--- config.mk ---
export PLATFORM = sky130hd
export DESIGN_NAME = kpn_fifo_channel
export DESIGN_NICKNAME = d
export VERILOG_FILES = /design/src/rtl/kpn_fifo_channel.sv
export SDC_FILE = /design/constraint.sdc
export NUM_CORES = 1
export LEC_CHECK = 0
export ABC_AREA = 1
export BUFFER_PORTS_ARGS = -buffer_cell sky130_fd_sc_hd__buf_4
export CAP_MARGIN = 30
export CORE_AREA = 4 4 270 272
export DETAILED_ROUTE_END_ITERATION = 6
export DIE_AREA = 0 0 274 276
export SLEW_MARGIN = 20
export SYNTH_ARGS = -nofsm -noshare
export SYNTH_HDL_FRONTEND = slang
export SYNTH_SLANG_ARGS = --single-unit
--- constraint.sdc ---
create_clock -name clk -period 3.3 [get_ports clk]
set_input_delay 0.33 -clock clk [delete_from_list [all_inputs] [get_ports clk]]
set_output_delay 0.33 -clock clk [all_outputs]
set_load 0.01 [all_outputs]
--- src/rtl/kpn_fifo_channel.sv ---
// KPN channel FIFO: first-word fall-through token buffer with a preload that is
// restored on every reset, registered occupancy status and sticky error flags.
module kpn_fifo_channel #(
  parameter int BITS_NUMBER              = 16,
  parameter int FIFO_ELEMENTS            = 5,
  parameter int NUMBER_OF_PRECHARGE_DATA = 0,
  parameter logic [(2**FIFO_ELEMENTS)*BITS_NUMBER-1:0] PRECHARGE_DATA = '0,
  parameter int ALMOST_FULL_MARGIN       = 1
) (
  input  logic                     clk,
  input  logic                     reset,
  input  logic                     rd,
  input  logic                     wr,
  input  logic [BITS_NUMBER-1:0]   entry_1,
  output logic [BITS_NUMBER-1:0]   output_1,
  output logic                     full,
  output logic                     empty,
  output logic                     almost_full,
  output logic [FIFO_ELEMENTS:0]   count,
  output logic                     overflow,
  output logic                     underflow
);

  localparam int DEPTH    = 2**FIFO_ELEMENTS;
  localparam int CW       = FIFO_ELEMENTS + 1;
  localparam int N_PRE    = NUMBER_OF_PRECHARGE_DATA;
  localparam int AF_LEVEL = DEPTH - ALMOST_FULL_MARGIN;

  localparam logic [FIFO_ELEMENTS-1:0] W_PTR_INIT = FIFO_ELEMENTS'(N_PRE % DEPTH);
  localparam logic [CW-1:0]            COUNT_INIT = CW'(N_PRE);
  localparam logic                     EMPTY_INIT = (N_PRE == 0);
  localparam logic                     FULL_INIT  = (N_PRE == DEPTH);
  localparam logic                     AF_INIT    = (N_PRE >= AF_LEVEL);

  // A preload larger than the storage cannot be represented; stop elaboration.
  if (N_PRE > DEPTH) begin : g_bad_preload
    $error("kpn_fifo_channel: NUMBER_OF_PRECHARGE_DATA exceeds FIFO depth");
  end

  logic [BITS_NUMBER-1:0]   r_mem [DEPTH];
  logic [FIFO_ELEMENTS-1:0] r_ptr;
  logic [FIFO_ELEMENTS-1:0] w_ptr;
  logic [CW-1:0]            r_count;
  logic                     r_full;
  logic                     r_empty;
  logic                     r_almost_full;
  logic                     r_overflow;
  logic                     r_underflow;

  logic                     w_pop;
  logic                     w_push;
  logic [CW-1:0]            w_count_nxt;

  // Accept decisions on pre-edge state; a full FIFO still takes a write when
  // the same cycle pops, because the popped slot is the one being written.
  always_comb begin
    w_pop       = rd && !r_empty;
    w_push      = wr && (!r_full || rd);
    w_count_nxt = r_count;
    if (w_push && !w_pop) begin
      w_count_nxt = r_count + CW'(1);
    end else if (w_pop && !w_push) begin
      w_count_nxt = r_count - CW'(1);
    end
  end

  // Storage: reset reloads the preload tokens and clears the remaining slots.
  always_ff @(posedge clk) begin
    if (reset) begin
      for (int i = 0; i < DEPTH; i++) begin
        r_mem[i] <= (i < N_PRE) ? PRECHARGE_DATA[i*BITS_NUMBER +: BITS_NUMBER] : '0;
      end
    end else if (w_push) begin
      r_mem[w_ptr] <= entry_1;
    end
  end

  // Pointers, occupancy, status flags and sticky errors all move on the same edge.
  always_ff @(posedge clk) begin
    if (reset) begin
      r_ptr         <= '0;
      w_ptr         <= W_PTR_INIT;
      r_count       <= COUNT_INIT;
      r_empty       <= EMPTY_INIT;
      r_full        <= FULL_INIT;
      r_almost_full <= AF_INIT;
      r_overflow    <= 1'b0;
      r_underflow   <= 1'b0;
    end else begin
      if (w_pop)  r_ptr <= r_ptr + FIFO_ELEMENTS'(1);
      if (w_push) w_ptr <= w_ptr + FIFO_ELEMENTS'(1);
      r_count       <= w_count_nxt;
      r_empty       <= (w_count_nxt == '0);
      r_full        <= (w_count_nxt == CW'(DEPTH));
      r_almost_full <= (int'(w_count_nxt) >= AF_LEVEL);
      if (wr && r_full && !rd) r_overflow  <= 1'b1;
      if (rd && r_empty)       r_underflow <= 1'b1;
    end
  end

  // Head token is visible with zero latency; masked to zero when nothing is stored.
  always_comb begin
    output_1 = r_empty ? '0 : r_mem[r_ptr];
  end

  assign full        = r_full;
  assign empty       = r_empty;
  assign almost_full = r_almost_full;
  assign count       = r_count;
  assign overflow    = r_overflow;
  assign underflow   = r_underflow;

endmodule

# ---- Word level (Yosys, flattened, before mapping)
# Memory sizes are Yosys's and may differ from the RTL's. A register that Yosys moved wholly into a read port is not among the register bits.
# Cells that the tools add are included.
dict set report totals {
  in_bits 20
  mem_count 1
  reg_bits 21
  ramBits 512
  wordCells 43
}
dict set report op_classes {
  n_eq_ne 1
  n_lt_le_gt_ge 1
  n_reduce_logical 15
  add_sub_neg 4
  mux 13
}
# memory words width read_ports rd_ports_with_merged_regs write_ports line
set mem_list {}
lappend mem_list {r_mem 32 16 1 1 32 40} ;# logic [BITS_NUMBER-1:0] r_mem [DEPTH];
# cell n
set op_table {}
lappend op_table {{$mux W16} 2}
lappend op_table {{$reduce_or A16 Y1} 1}
lappend op_table {{$mux W5} 3}
lappend op_table {{$mux W6} 2}
lappend op_table {{$add A5 B1 Y5 const B} 2}
lappend op_table {{$logic_and A1 B1 Y1} 7}
lappend op_table {{$add A6 B1 Y6 const B} 1}
lappend op_table {{$eq A6 B6 Y1 const B} 1}
lappend op_table {{$ge A6 B5 Y1 const B} 1}
lappend op_table {{$logic_not A6 Y1} 1}
lappend op_table {{$mux W1} 6}
lappend op_table {{$sub A6 B1 Y6 const B} 1}
lappend op_table {{$logic_not A1 Y1} 5}
lappend op_table {{$logic_or A1 B1 Y1} 1}

# ---- Longest topological paths before layout
# Gate-level depths: netlist of run 1.
dict set report logic_depth {
  depth_word 8
  depth_mapped 13
  depth_no_buf 13
}

# ---- Worst setup path before layout of run 1
# OpenSTA, ideal clock, no wires.
dict set report synth_timing {
  path_type {register to register}
  startpoint {register w_ptr[1]}
  endpoint {memory r_mem[3][0], enable pin}
  stages_incl_launch_ff 6
  path_buffers 2
  setup_ns 0.372
  required_ns 2.928
  slack_ns 1.143
  t_arrival_ns 1.786
  cell_sequence {dfxtp_1 > ha_1 > buf_1 > nand3_1 > clkbuf_1 > nand2_1}
}
# item line
set synth_lines {}
lappend synth_lines {{from (decl)} 42} ;# logic [FIFO_ELEMENTS-1:0] w_ptr;
lappend synth_lines {{from (signal assigned)} 91} ;# if (w_push) w_ptr <= w_ptr + FIFO_ELEMENTS'(1);
lappend synth_lines {{to (decl)} 40}

==> impl_metrics.ini, run 1 <==
[finish]
fill_cells = 6927
fin_cells = 3571
n_antenna_cell = 0
syn2layout_area_growth_pct = 14.5
drive_gt1_share_pct = 10.6
layout.nets = 2600

[clock_network]
postCtsSetupBuffers = 0
cts.clk_slew.worst_paths_ns = 0.07
root_buffer = clkbuf_16
clk_latency_ns = 0.65
cts_sinks = 538
cts_buffers = 57
htreeDepth = 2
clock_path_buffers = 3
cts_tree = built

[logic_synthesis]
yosys.area_share.simple_pct = 27.9
synthAdderAreaFrac_pct = 0.358
synth_compound_area_share_pct = 2.62
syn_area_sq_um = 24500
synth_flop_cell = edfxtp_1
synthDistinctLibCells = 31
syn_inst = 2566
synth_edf_count = 512
yosysTopAreaCell = edfxtp_1
synth_top_family_by_area = simple AND/OR/NAND/NOR gates
synth_mux_area_share_pct = 0
synth_xor_area_share_pct = 0.107
netlist.area_leader.share_pct = 62.9
synth_fp_nets = 2593
ys.warnings.count = 0
synthArstFlopShare_pct = 0
synth_area_leaders = edfxtp_1 63%, nand2_1 9.9%, nor2_1 9.7%
ys_seq_area_share_pct = 65.0
synth_seq_cells = 538
syn_avg_cell_area_sq_um = 9.53

[timing]
rsz0062_at_grt = no
hold_viol = 0
fin_crit_sh_pct = 97.5
slew_violations = 0
fin_crit_ns = 3.22
setup_violations = 0
finClkSkew_ns = 0.0608
maxSlewHeadroom_pct = 36.3
setup_tns_ns = 0
worstMarginPinSlew_ns = 0.955
fmaxAchievable_mhz = 311

[die]
fp.dieW_um = 274
fp.coreArea_sq_um = 70800
die_h_um = 276
dieArea_sq_um = 75600
rows = 98
io_pins = 47
initial_core_util_pct = 34.6

[min_path]
min-delay-path-class = input port to flop

[setup_path]
critPathKind = flop to primary output
worstPathArrival_ns = 2.89
worst-path-max-fanout = 135
crit_path_start_kind = flop
critical_path_required_ns = 2.97
worst_setup_path_end_kind = primary output

[placed_design]
dp_cells = 3460
gp_congestion = 0.867
port_buffers = 46
hpwl_mm = 43.7

[detailed_routing]
drt_iter0_drc = 1909
wire_per_inst_um = 20.4
drt_first_pass_iters = 5
vias_per_cell = 5.24
via_count = 18712
drc = 0
ant_nets = 0
drt_wl_total_mm = 73.0

[power]
p_per_area_nw_per_um2 = 565
p_leak_uw = 0.0111
ir_worst_vdd_mv = 0.491

[grt]
gr-total-overflow = 0
first_global_vias = 17702
grt_max_degree = 136
antenna_found_initial = 1
grt_pass1_wl_mm = 109
track_usage_pct = 18.6

[run_status]
outcome = finished, final reports clean

[job]
maxCapViolCount = 0
## metrics by stage
stage / setup slack (ns) / utilization, % / total power (uW) / area (sq um) / hold slack (ns)
after floorplan: 1.14 / - / 8870 / 24500 / 0.475
after global placement: 0.601 / 36.8 / 9500 / 26000 / 0.466
after detailed placement: 0.622 / 36.8 / 9530 / 26000 / 0.480
after CTS: 0.0216 / 39.5 / 15900 / 27900 / 0.116
after global routing: 0.00565 / 39.6 / 16400 / 28000 / 0.148
final: 0.0827 / 39.6 / 15800 / 28000 / 0.140
## cells in the mapped netlist, types with 4 or more instances
library cell  count
nand2_1         642
nor2_1          629
edfxtp_1        512
nand3_1         326
clkbuf_1        133
o21ai_0          64
inv_1            46
buf_2            41
a21oi_1          28
dfxtp_1          26
buf_1            23
o21ai_1          17
nand2_2          16
nand3_2          12
o22ai_1          12
ha_1              7
nor3_1            7
nor3_4            4
## metal layers
metal / track usage (%) / part of all wire, %
met2: 29.3 / 46
met5: 0 / 0.018
met4: 6.72 / 3.6
met1: 25.8 / 42
met3: 3.24 / 8.4
## registers in the layout (all words and copies together) (netlist names), named ones only
register     cells
full             1
r_mem          512
empty            1
r_ptr            5
count            6
overflow         1
almost_full      1
w_ptr            5
underflow        1
## path summary, 6_finish.rpt
path,start,to,slack (ns),cells after the start
max reg2reg,w_ptr[3],r_mem[11][13],0.77,5
max,flop,output_1[12],0.08,8
min,reset,count[3],0.14,3
min reg2reg,underflow,underflow,0.49,2
## what timing repair did
action	CTS	global route
hold buffers	2	0
endpoints found under the setup margin	1	10
endpoints found under the hold margin	2	0
gates cloned	0	2
resized for setup	1	8
## placed cells by master (no fill, tap or decap), types with 7 or more instances in the layout
master       n
o21ai_1     18
edfxtp_1   512
nand3_2     12
ha_1         7
dfxtp_1     23
nor3_1       7
nor2_1     629
a21oi_1     26
o22ai_1     12
clkbuf_1    12
buf_4      133
nand3_1    326
inv_1       43
nand2_1    642
clkinv_2    14
o21ai_0     63
clkinv_1    10
nand2_2     16
clkbuf_16   59
## power breakdown
| group | leakage (uW) | switching [uW] | internal, uW | total, uW |
|---|---|---|---|---|
| clock | 0.000905 | 2800 | 3600 | 6400 |
| combinational | 0.00467 | 1180 | 444 | 1620 |
| sequential | 0.00550 | 101 | 7710 | 7810 |
| total | 0.0111 | 4080 | 11700 | 15800 |
## cell type report
cell class / instances / area (sq um) / area share, %
inverter: 48 / 199 / 0.710
clock inverter: 38 / 374 / 1.34
clock buffer: 69 / 1470 / 5.25
timing repair buffer: 146 / 1280 / 4.57
multi-input combinational: 1782 / 7590 / 27.1
sequential: 538 / 15900 / 56.8
tap: 950 / 1190 / 4.24
## worst max-delay path: stages, from the launching register on
cell and delay [ns]:
dfxtp_4 0.45, buf_16 0.40, o21ai_0 0.19, o21ai_1 0.14, o21ai_0 0.15, nor2_1 0.28
nor2_1 0.06, nor2_1 0.29, buf_4 0.19
## cell families after synthesis
kind of cell,after synthesis
buf+inv,246
compound gates,124
xor+xnor,3
simple gates,1648
fa+ha+maj,7
flops,538
Note: power is estimated with default switching activity, not from simulation.
==> inputs of run 2 (changes only) <==
- CORE_AREA: 4 4 270 272 -> 4 4 253 255
- DIE_AREA: 0 0 274 276 -> 0 0 257 259
==> run 2 against run 1 <==
Compared with the run above: cell area down 0.30%; hold slack worse by 0.10 ns; clock-buffer cell count up 6; highest routed layer is now met4.
==> impl_metrics.ini, run 2 (synthesis results as in run 1) <==
[run_status]
outcome = finished, final reports clean

[power]
p_leak_uw = 0.0111
ir_worst_vdd_mv = 0.362
p_per_area_nw_per_um2 = 553

[die]
io_pins = 47
die_h_um = 259
fp.dieW_um = 257
rows = 91
initial_core_util_pct = 39.7
fp.coreArea_sq_um = 61600
dieArea_sq_um = 66600

[setup_path]
worst_setup_path_end_kind = primary output
crit_path_start_kind = flop
path_buf_inv = 4
cp_slowest_stage_delay_ns = 0.44
path_cells = buf_4 > buf_4 > clkbuf_16 > nand2_1 > nand3_1 > nand3_1 > a21oi_1 > nor2_1 > nor2_1 > buf_4
critPathKind = flop to primary output
cp_common_cell = buf_4
worst-path-max-fanout = 49
critical_path_required_ns = 2.97
worstPathArrival_ns = 2.91
slowest_stage = dfxtp_4
crit_family = buffers and inverters

[grt]
track_usage_pct = 20.9
grt_pass1_wl_mm = 107
antenna_found_initial = 0
first_global_vias = 17775
grt_max_degree = 105
gr-total-overflow = 0

[timing]
hold_viol = 0
setup_tns_ns = 0
setup_violations = 0
worstMarginPinSlew_ns = 0.808
fin_crit_sh_pct = 98.2
fin_crit_ns = 3.24
finClkSkew_ns = 0.0265
maxSlewHeadroom_pct = 45.8
timing.hold.ws_ns = 0.0376
fmaxAchievable_mhz = 309
rsz0062_at_grt = no
slew_violations = 0

[placed_design]
port_buffers = 46
hpwl_mm = 44.3
dp_cells = 3362
gp_congestion = 0.858
placed_area_sq_um = 26000

[finish]
stdcell_area_sq_um = 27900
top_register = r_mem
syn2layout_area_growth_pct = 14.2
n_antenna_cell = 0
drive_gt1_share_pct = 10.7
finish.utilization_pct = 45.3
largest_reg_flops = 512
final_cell_mix = 642 x nand2_1, 629 x nor2_1, 512 x edfxtp_1
layout.nets = 2621
final_common_cell = nand2_1
fin_cells = 3474

[clock_network]
htreeDepth = 2
cts_tree = built
clock_path_buffers = 3
cts.clk_slew.worst_paths_ns = 0.06
clk_latency_ns = 0.64
cts_sinks = 538
cts_buffers = 58
root_buffer = clkbuf_16

[detailed_routing]
drt_first_pass_iters = 5
ant_nets = 0
wire_per_inst_um = 20.5
via_count = 18558
drt_iter0_drc = 1837
drt_wl_total_mm = 71.3
vias_per_cell = 5.34
drc = 0

[job]
maxCapViolCount = 0

[min_path]
min-delay-path-class = input port to flop
run 2: cell types whose count changed in the layout (fill, tap and decap cells not counted), sizes merged:
cell	before	now
clkinvlp	3	0
buf	142	162
clkinv	29	30
clkbuf	71	77
inv	49	46
bufinv	5	0
run 2: timing repair:
item,4_1_cts,5_1_grt
hold buffers,2,0
resized for setup,0,5
buffers inserted,0,5
hold endpoints to repair,2,0
setup endpoints to repair,0,14
run 2: power by group:
| group | leakage, uW | switching (uW) | internal, uW |
|---|---|---|---|
| Combinational | 0.00478 | 1190 | 472 |
| Clock | 0.000842 | 2690 | 3290 |
| Sequential | 0.00550 | 92.1 | 7710 |
run 2: final cells by class:
cell class,instances,area (sq um)
fill,5843,33700
clock buffer,75,1550
inverter,48,195
multi-input combinational,1782,7590
timing repair buffer,166,1460
tap,837,1050
sequential,538,15900
clock inverter,28,179
run 2: path summary, 6_finish.rpt:
check	start	end	slack, ns	cells past startpoint
worst max register to register	w_ptr[2]	r_mem[31][5]	0.84	5
worst max-delay path	flop	output_1[6]	0.06	10
worst min-delay path	reset	count[1]	0.04	2
worst min register to register	underflow	underflow	0.47	2
run 2: stage by stage:
stage | worst slack, ns | total power (uW)
2_1_floorplan | 1.14 | 8870
3_3_place_gp | 0.681 | 9530
3_5_place_dp | 0.685 | 9560
4_1_cts | 0.00989 | 15500
5_1_grt | 0.00609 | 16000
6_report | 0.0610 | 15400
run 2: worst register-to-register path: stages (launching register included):
cell     delay (ns)
dfxtp_1        0.50
inv_1          0.26
nor3_4         0.47
nand3_2        0.47
nand2_1        0.17
buf_4          0.29
run 2: per-layer routing:
metal | up-vias | GRT usage [%] | part of all wire (%)
li1 | 8607 | - | -
met3 | 138 | 3.66 | 8.1
met2 | 759 | 33.9 | 47
met5 | - | 0 | 0
met4 | 0 | 6.89 | 3.1
met1 | 9054 | 28.6 | 42
